<file path="src/rtl/fu_issue_fifo_if.sv">
`default_nettype none
// ============================================================================
// Module   : fu_issue_fifo_if
// Purpose  : Handshake bundle between the reservation station, the per-FU
//            issue FIFO and its functional unit.
// Revision : 1.0
// ============================================================================
interface fu_issue_fifo_if #(
    parameter int DATA_W = 64,
    parameter int DEPTH  = 8,
    parameter int IN_W   = 3
);
    logic                        squash;
    logic [IN_W-1:0]             in_valid;
    logic [IN_W*DATA_W-1:0]      in_data;
    logic                        fu_ready;
    logic                        out_valid;
    logic [DATA_W-1:0]           out_data;
    logic                        stall;
    logic [$clog2(DEPTH):0]      count;
    logic                        overflow;

    // Driver side: reservation station plus functional unit.
    modport master (
        output squash, in_valid, in_data, fu_ready,
        input  out_valid, out_data, stall, count, overflow
    );

    // The FIFO itself.
    modport slave (
        input  squash, in_valid, in_data, fu_ready,
        output out_valid, out_data, stall, count, overflow
    );
endinterface
`default_nettype wire

</file>
<file path="src/rtl/fu_issue_fifo.sv">
`default_nettype none
// ============================================================================
// Module   : fu_issue_fifo
// Purpose  : Per-FU issue buffer: up to IN_W compacted pushes per cycle, one
//            in-order pop per cycle. Optional macro FU_ISSUE_FIFO_FORWARD_EN
//            enables same-cycle bypass of the lowest lane into an empty FIFO.
// Revision : 1.0
// ============================================================================
module fu_issue_fifo #(
    parameter int DATA_W = 64,
    parameter int DEPTH  = 8,
    parameter int IN_W   = 3
) (
    input  wire               clock,
    input  wire               reset,
    fu_issue_fifo_if.slave    bus
);
    localparam int PTR_W = $clog2(DEPTH);
    localparam int CNT_W = PTR_W + 1;
    localparam logic [CNT_W-1:0] c_DEPTH = CNT_W'(DEPTH);
    localparam logic [CNT_W-1:0] c_IN_W  = CNT_W'(IN_W);

    logic [DATA_W-1:0] mem_q [DEPTH];
    logic [DATA_W-1:0] mem_d [DEPTH];
    logic [PTR_W-1:0]  head_q, head_d;
    logic [PTR_W-1:0]  tail_q, tail_d;
    logic [CNT_W-1:0]  count_q, count_d;
    logic              overflow_q, overflow_d;

    logic [CNT_W-1:0]  w_free;
    logic [CNT_W-1:0]  w_n_acc;
    logic [PTR_W-1:0]  w_wr_idx;
    logic              w_pop;
    logic              w_fwd;
    logic              w_skip;
    logic              w_drop;
    logic              w_out_valid;
    logic [DATA_W-1:0] w_out_data;
`ifdef FU_ISSUE_FIFO_FORWARD_EN
    logic [DATA_W-1:0] w_fwd_data;
`endif

    always_comb begin
        // Space is judged on the registered count only; a same-cycle pop does not help.
        w_free      = c_DEPTH - count_q;
        w_out_valid = (count_q != '0);
        w_out_data  = mem_q[head_q];
        w_pop       = w_out_valid && bus.fu_ready;
        w_fwd       = 1'b0;
`ifdef FU_ISSUE_FIFO_FORWARD_EN
        w_fwd_data  = '0;
        w_fwd       = (count_q == '0) && bus.fu_ready && (|bus.in_valid) && !bus.squash;
`endif
        w_skip      = w_fwd;
        w_n_acc     = '0;
        w_wr_idx    = '0;
        w_drop      = 1'b0;
        mem_d       = mem_q;

        for (int i = 0; i < IN_W; i++) begin
            if (bus.in_valid[i] && !bus.squash) begin
                if (w_skip) begin
                    w_skip = 1'b0;
`ifdef FU_ISSUE_FIFO_FORWARD_EN
                    w_fwd_data = bus.in_data[i*DATA_W +: DATA_W];
`endif
                end else if (w_n_acc < w_free) begin
                    w_wr_idx        = tail_q + w_n_acc[PTR_W-1:0];
                    mem_d[w_wr_idx] = bus.in_data[i*DATA_W +: DATA_W];
                    w_n_acc         = w_n_acc + CNT_W'(1);
                end else begin
                    w_drop = 1'b1;
                end
            end
        end

`ifdef FU_ISSUE_FIFO_FORWARD_EN
        if (w_fwd) begin
            w_out_valid = 1'b1;
            w_out_data  = w_fwd_data;
        end
`endif

        head_d     = head_q + PTR_W'(w_pop);
        tail_d     = tail_q + w_n_acc[PTR_W-1:0];
        count_d    = count_q + w_n_acc - CNT_W'(w_pop);
        overflow_d = overflow_q | w_drop;

        // Squash empties the queue but leaves the sticky overflow flag alone.
        if (bus.squash) begin
            head_d  = '0;
            tail_d  = '0;
            count_d = '0;
        end
    end

    always_ff @(posedge clock) begin
        if (reset) begin
            head_q     <= '0;
            tail_q     <= '0;
            count_q    <= '0;
            overflow_q <= 1'b0;
        end else begin
            head_q     <= head_d;
            tail_q     <= tail_d;
            count_q    <= count_d;
            overflow_q <= overflow_d;
        end
    end

    always_ff @(posedge clock) begin
        mem_q <= mem_d;
    end

    assign bus.out_valid = w_out_valid;
    assign bus.out_data  = w_out_data;
    assign bus.stall     = (w_free < c_IN_W);
    assign bus.count     = count_q;
    assign bus.overflow  = overflow_q;

endmodule
`default_nettype wire

</file>
<file path="src/flat_wrapper.sv">
// flat-port wrapper written by rule: the top's interface ports become plain ports
module fu_issue_fifo_flat 
#(
    parameter int DATA_W = 64,
    parameter int DEPTH  = 8,
    parameter int IN_W   = 3
)
  (clock, reset, bus_squash, bus_in_valid, bus_in_data, bus_fu_ready, bus_out_valid, bus_out_data, bus_stall, bus_count, bus_overflow);
  fu_issue_fifo_if #(.DATA_W(DATA_W), .DEPTH(DEPTH), .IN_W(IN_W)) bus_i ();
  input  wire clock;
  input  wire reset;
  input wire logic [$bits(bus_i.squash)-1:0] bus_squash;
  input wire logic [$bits(bus_i.in_valid)-1:0] bus_in_valid;
  input wire logic [$bits(bus_i.in_data)-1:0] bus_in_data;
  input wire logic [$bits(bus_i.fu_ready)-1:0] bus_fu_ready;
  output wire logic [$bits(bus_i.out_valid)-1:0] bus_out_valid;
  output wire logic [$bits(bus_i.out_data)-1:0] bus_out_data;
  output wire logic [$bits(bus_i.stall)-1:0] bus_stall;
  output wire logic [$bits(bus_i.count)-1:0] bus_count;
  output wire logic [$bits(bus_i.overflow)-1:0] bus_overflow;
  assign bus_i.squash = bus_squash;
  assign bus_i.in_valid = bus_in_valid;
  assign bus_i.in_data = bus_in_data;
  assign bus_i.fu_ready = bus_fu_ready;
  assign bus_out_valid = bus_i.out_valid;
  assign bus_out_data = bus_i.out_data;
  assign bus_stall = bus_i.stall;
  assign bus_count = bus_i.count;
  assign bus_overflow = bus_i.overflow;
  fu_issue_fifo #(.DATA_W(DATA_W), .DEPTH(DEPTH), .IN_W(IN_W)) u_core (.clock(clock), .reset(reset), .bus(bus_i));
endmodule
</file>
<file path="config.mk">
export PLATFORM = sky130hd
export DESIGN_NAME = fu_issue_fifo_flat
export DESIGN_NICKNAME = d
export VERILOG_FILES = /design/src/rtl/fu_issue_fifo_if.sv /design/src/rtl/fu_issue_fifo.sv /design/src/flat_wrapper.sv
export SDC_FILE = /design/constraint.sdc
export NUM_CORES = 2
export LEC_CHECK = 0
export CAP_MARGIN = 30
export CELL_PAD_IN_SITES_DETAIL_PLACEMENT = 1
export CELL_PAD_IN_SITES_GLOBAL_PLACEMENT = 1
export CORE_MARGIN = 2
export CORE_UTILIZATION = 45
export DETAILED_ROUTE_END_ITERATION = 10
export PLACE_DENSITY = 0.86
export SYNTH_ARGS = -nofsm -noshare
export SYNTH_HDL_FRONTEND = slang
export SYNTH_SLANG_ARGS = --single-unit
export TNS_END_PERCENT = 1
</file>
<file path="constraint.sdc">
create_clock -name clock -period 4.7 [get_ports clock]
set_clock_uncertainty 0.1 [all_clocks]
set_input_delay 1.175 -clock clock [delete_from_list [all_inputs] [get_ports clock]]
set_output_delay 1.175 -clock clock [all_outputs]
set_load 0.02 [all_outputs]
</file>
==> impl_metrics.json <==
{
  "outcome": "finished, final reports clean",
  "rsz0062_at_grt": "no",
  "drive_gt1_share_pct": 15.0,
  "dp_hpwl_um": 94800,
  "wl_per_cell_um": 28.8,
  "grt-ovfl-total": 0,
  "worst_pin_slew_ns": 0.922,
  "synth_area_um2": 35700,
  "finalHoldViolations": 0,
  "leakage_nw": 17.3,
  "die_area_um2": 81600,
  "final_nets": 4481,
  "synth_area_leader_cell": "dfxtp_1",
  "cts_tree": "yes",
  "setup_viol": 0,
  "portBuffers": 269,
  "ant_nets": 0,
  "gp_congestion": 0.871,
  "critPathRequiredTime_ns": 5.14,
  "placed_cells": 5250,
  "clockBufferDepth": 3,
  "wl_met2_um": 72600,
  "route.detailed.drc": 0,
  "drtPass1Iterations": 5,
  "p_clk_share_pct": 20.7,
  "start_util_pct": 45.3,
  "cp_max_fo": 6,
  "synthFlopType": "dfxtp_1",
  "cts.sinks": 523,
  "setup.worst_path.class": "in2reg",
  "grtUsageTotal_pct": 36.4,
  "seqPwrFrac_pct": 29.9,
  "core_um2": 78700,
  "cts_root_buf": "clkbuf_16",
  "antenna_found_initial": 5,
  "synthesis.nets": 4516,
  "ys_seq_area_share_pct": 29.3,
  "clkLatencyLatePin_ns": 0.63,
  "cp-end-kind": "flop",
  "internal_power_mw": 14.3,
  "wl_um": 155000,
  "yosys_register_bits": 523,
  "max_freq_mhz": 222,
  "cp-start-kind": "primary input",
  "synth_cells": 4299,
  "slew_headroom_pct": 38.4,
  "yosys_warnings": 0,
  "min_period_ns": 4.51,
  "comb_power_share_pct": 49.5,
  "finalInstanceArea_um2": 42400,
  "fin_ws_ns": 0.185,
  "hp-class": "reg2reg",
  "place_area_um2": 40300,
  "wl_met1_um": 59400,
  "synth_edf_count": 0,
  "path_clk_slew_ns": 0.07,
  "grt_pass1_vias": 39000,
  "drt-initial-drc-count": 4476,
  "yosys-top-cells-count": "523 x dfxtp_1, 522 x nand2_1, 515 x and3_1, 399 x nor2_1, 381 x clkbuf_1",
  "die_width_um": 286,
  "avgSynthCellArea_um2": 8.30,
  "period_share_pct": 96.1,
  "maxCapViolCount": 0,
  "die_y_um": 286,
  "met3WireLength_um": 14700,
  "yosysMostFrequentCell": "dfxtp_1",
  "ys_async_sr_fraction_pct": 0,
  "ios": 270,
  "via_per_inst": 7.02,
  "area_growth_pct": 18.8,
  "arrival_ns": 4.95,
  "grt_start_max_net_pins": 149,
  "synth_top_area_share_pct": 29.3,
  "dr_total_vias": 37700,
  "layoutNonFillerInstCount": 5366,
  "ys_types": 56,
  "powerDensity_nw_per_um2": 570,
  "drv_slew": 0,
  "finish.utilization_pct": 53.8,
  "cts_max_level": 2,
  "cts_made_buffers": 61,
  "cts_resized": 0,
  "pre_cts_slack_ns": -0.343,
  "p_sw_share_pct": 41.0,
  "rows": 103,
  "peakVddDrop_v": 0.000379,
  "ys_top_cells_by_area": "dfxtp_1 29%, and3_1 9.0%, mux4_2 8.1%, nand2_1 5.5%, a211oi_1 5.4%",
  "netSwitchingPower_mw": 9.91,
  "grt_first_pass_wirelength_um": 235000,
  "topRoutingLayerUsed": "met5"
}
registers in the layout, summed over array words and instances, names as in the netlist:
register             cells
u_core.mem_q           512
u_core.tail_q            3
u_core.head_q            3
u_core.bus.overflow      1
u_core.bus.count         4
cell families after synthesis:
group | count (synthesis) | share of synthesized area, %
compound gates | 1313 | 28.9
xor+xnor | 13 | 0.361
fa+ha+maj | 18 | 0.694
buf+inv | 638 | 7.63
flops | 523 | 29.3
mux | 321 | 13.7
simple gates | 1473 | 19.4
worst paths after layout:
| kind | start | end | slack [ns] | cells past startpoint |
|---|---|---|---|---|
| max | bus_squash | u_core.mem_q[452] | 0.19 | 17 |
| min | u_core.bus.overflow | u_core.bus.overflow | 0.42 | 2 |
| max reg2reg | u_core.bus.count[1] | u_core.mem_q[452] | 0.23 | 19 |
| min reg2reg | u_core.bus.overflow | u_core.bus.overflow | 0.42 | 2 |
area by class of cell:
| type | count | area (um^2) |
|---|---|---|
| diodes | 2 | 5.00 |
| clock buffers | 90 | 1850 |
| clock inverters | 23 | 204 |
| fillers | 8928 | 36300 |
| inverters | 78 | 293 |
| multi-input cells | 3138 | 22800 |
| flip-flops and latches | 523 | 10500 |
| well taps | 1050 | 1310 |
| repair buffers | 462 | 5500 |
critical path: stages:
cell,delay [ns]
clkdlybuf4s50_1,0.44
nand2b_1,0.19
a21oi_1,0.23
nand2_1,0.10
ha_1,0.36
mux2i_1,0.32
inv_1,0.09
ha_1,0.19
inv_1,0.08
fa_1,0.46
buf_4,0.17
nor2b_1,0.14
nand2_1,0.12
a21o_2,0.32
buf_4,0.20
o21ai_0,0.15
o21ai_1,0.23
power groups by stage:
stage          clock network (mW)  logic [mW]  registers, mW
2_1_floorplan                   0        7.57           6.79
3_3_place_gp                    0        11.1           7.11
3_5_place_dp                    0        11.6           7.20
4_1_cts                      4.99        11.7           7.14
5_1_grt                      5.17        12.6           7.32
6_report                     5.00        12.0           7.22
per-stage QoR:
stage               hold WS (ns)  power, mW  setup TNS, ns
CTS                        0.432       23.8              0
global placement           0.396       18.2         -36.10
finish                     0.425       24.2              0
global route               0.453       25.1              0
detailed placement         0.418       18.8        -104.19
floorplan                  0.406       14.4              0
layout by cell type, fill, tap and decap left out, types with 4 or more instances in the layout:
| cell type | instances |
|---|---|
| mux2_2 | 64 |
| nand2_1 | 520 |
| xor2_1 | 4 |
| mux4_2 | 128 |
| clkbuf_1 | 10 |
| mux2i_1 | 129 |
| ha_1 | 15 |
| buf_4 | 86 |
| clkinv_2 | 15 |
| o21ai_0 | 133 |
| nand2b_1 | 4 |
| o21ai_1 | 126 |
| and2_4 | 5 |
| a221oi_2 | 120 |
| a21boi_0 | 257 |
| inv_1 | 78 |
| clkdlybuf4s50_1 | 269 |
| nor2_1 | 397 |
| clkbuf_16 | 63 |
| buf_12 | 105 |
| o31ai_1 | 256 |
| a211oi_1 | 257 |
| a221oi_1 | 136 |
| nor2b_1 | 6 |
| clkbuf_8 | 17 |
| clkinvlp_4 | 4 |
| nand2_4 | 4 |
| a21oi_4 | 6 |
| and3_1 | 513 |
| dfxtp_1 | 520 |
| xnor2_1 | 5 |
| and2_1 | 8 |
timing repair:
item                                    in CTS  in global routing
hold buffers                                 0                  0
endpoints found under the hold margin        0                  0
endpoints found under the setup margin       0                  1
setup buffers                                0                  1
metal layers:
metal,track usage (%),vias up
met2,59.7,2420
met5,0,-
met1,45.9,18900
li1,-,15800
met3,6.03,560
met4,19.1,6
Note: power is estimated with default switching activity, not from simulation.
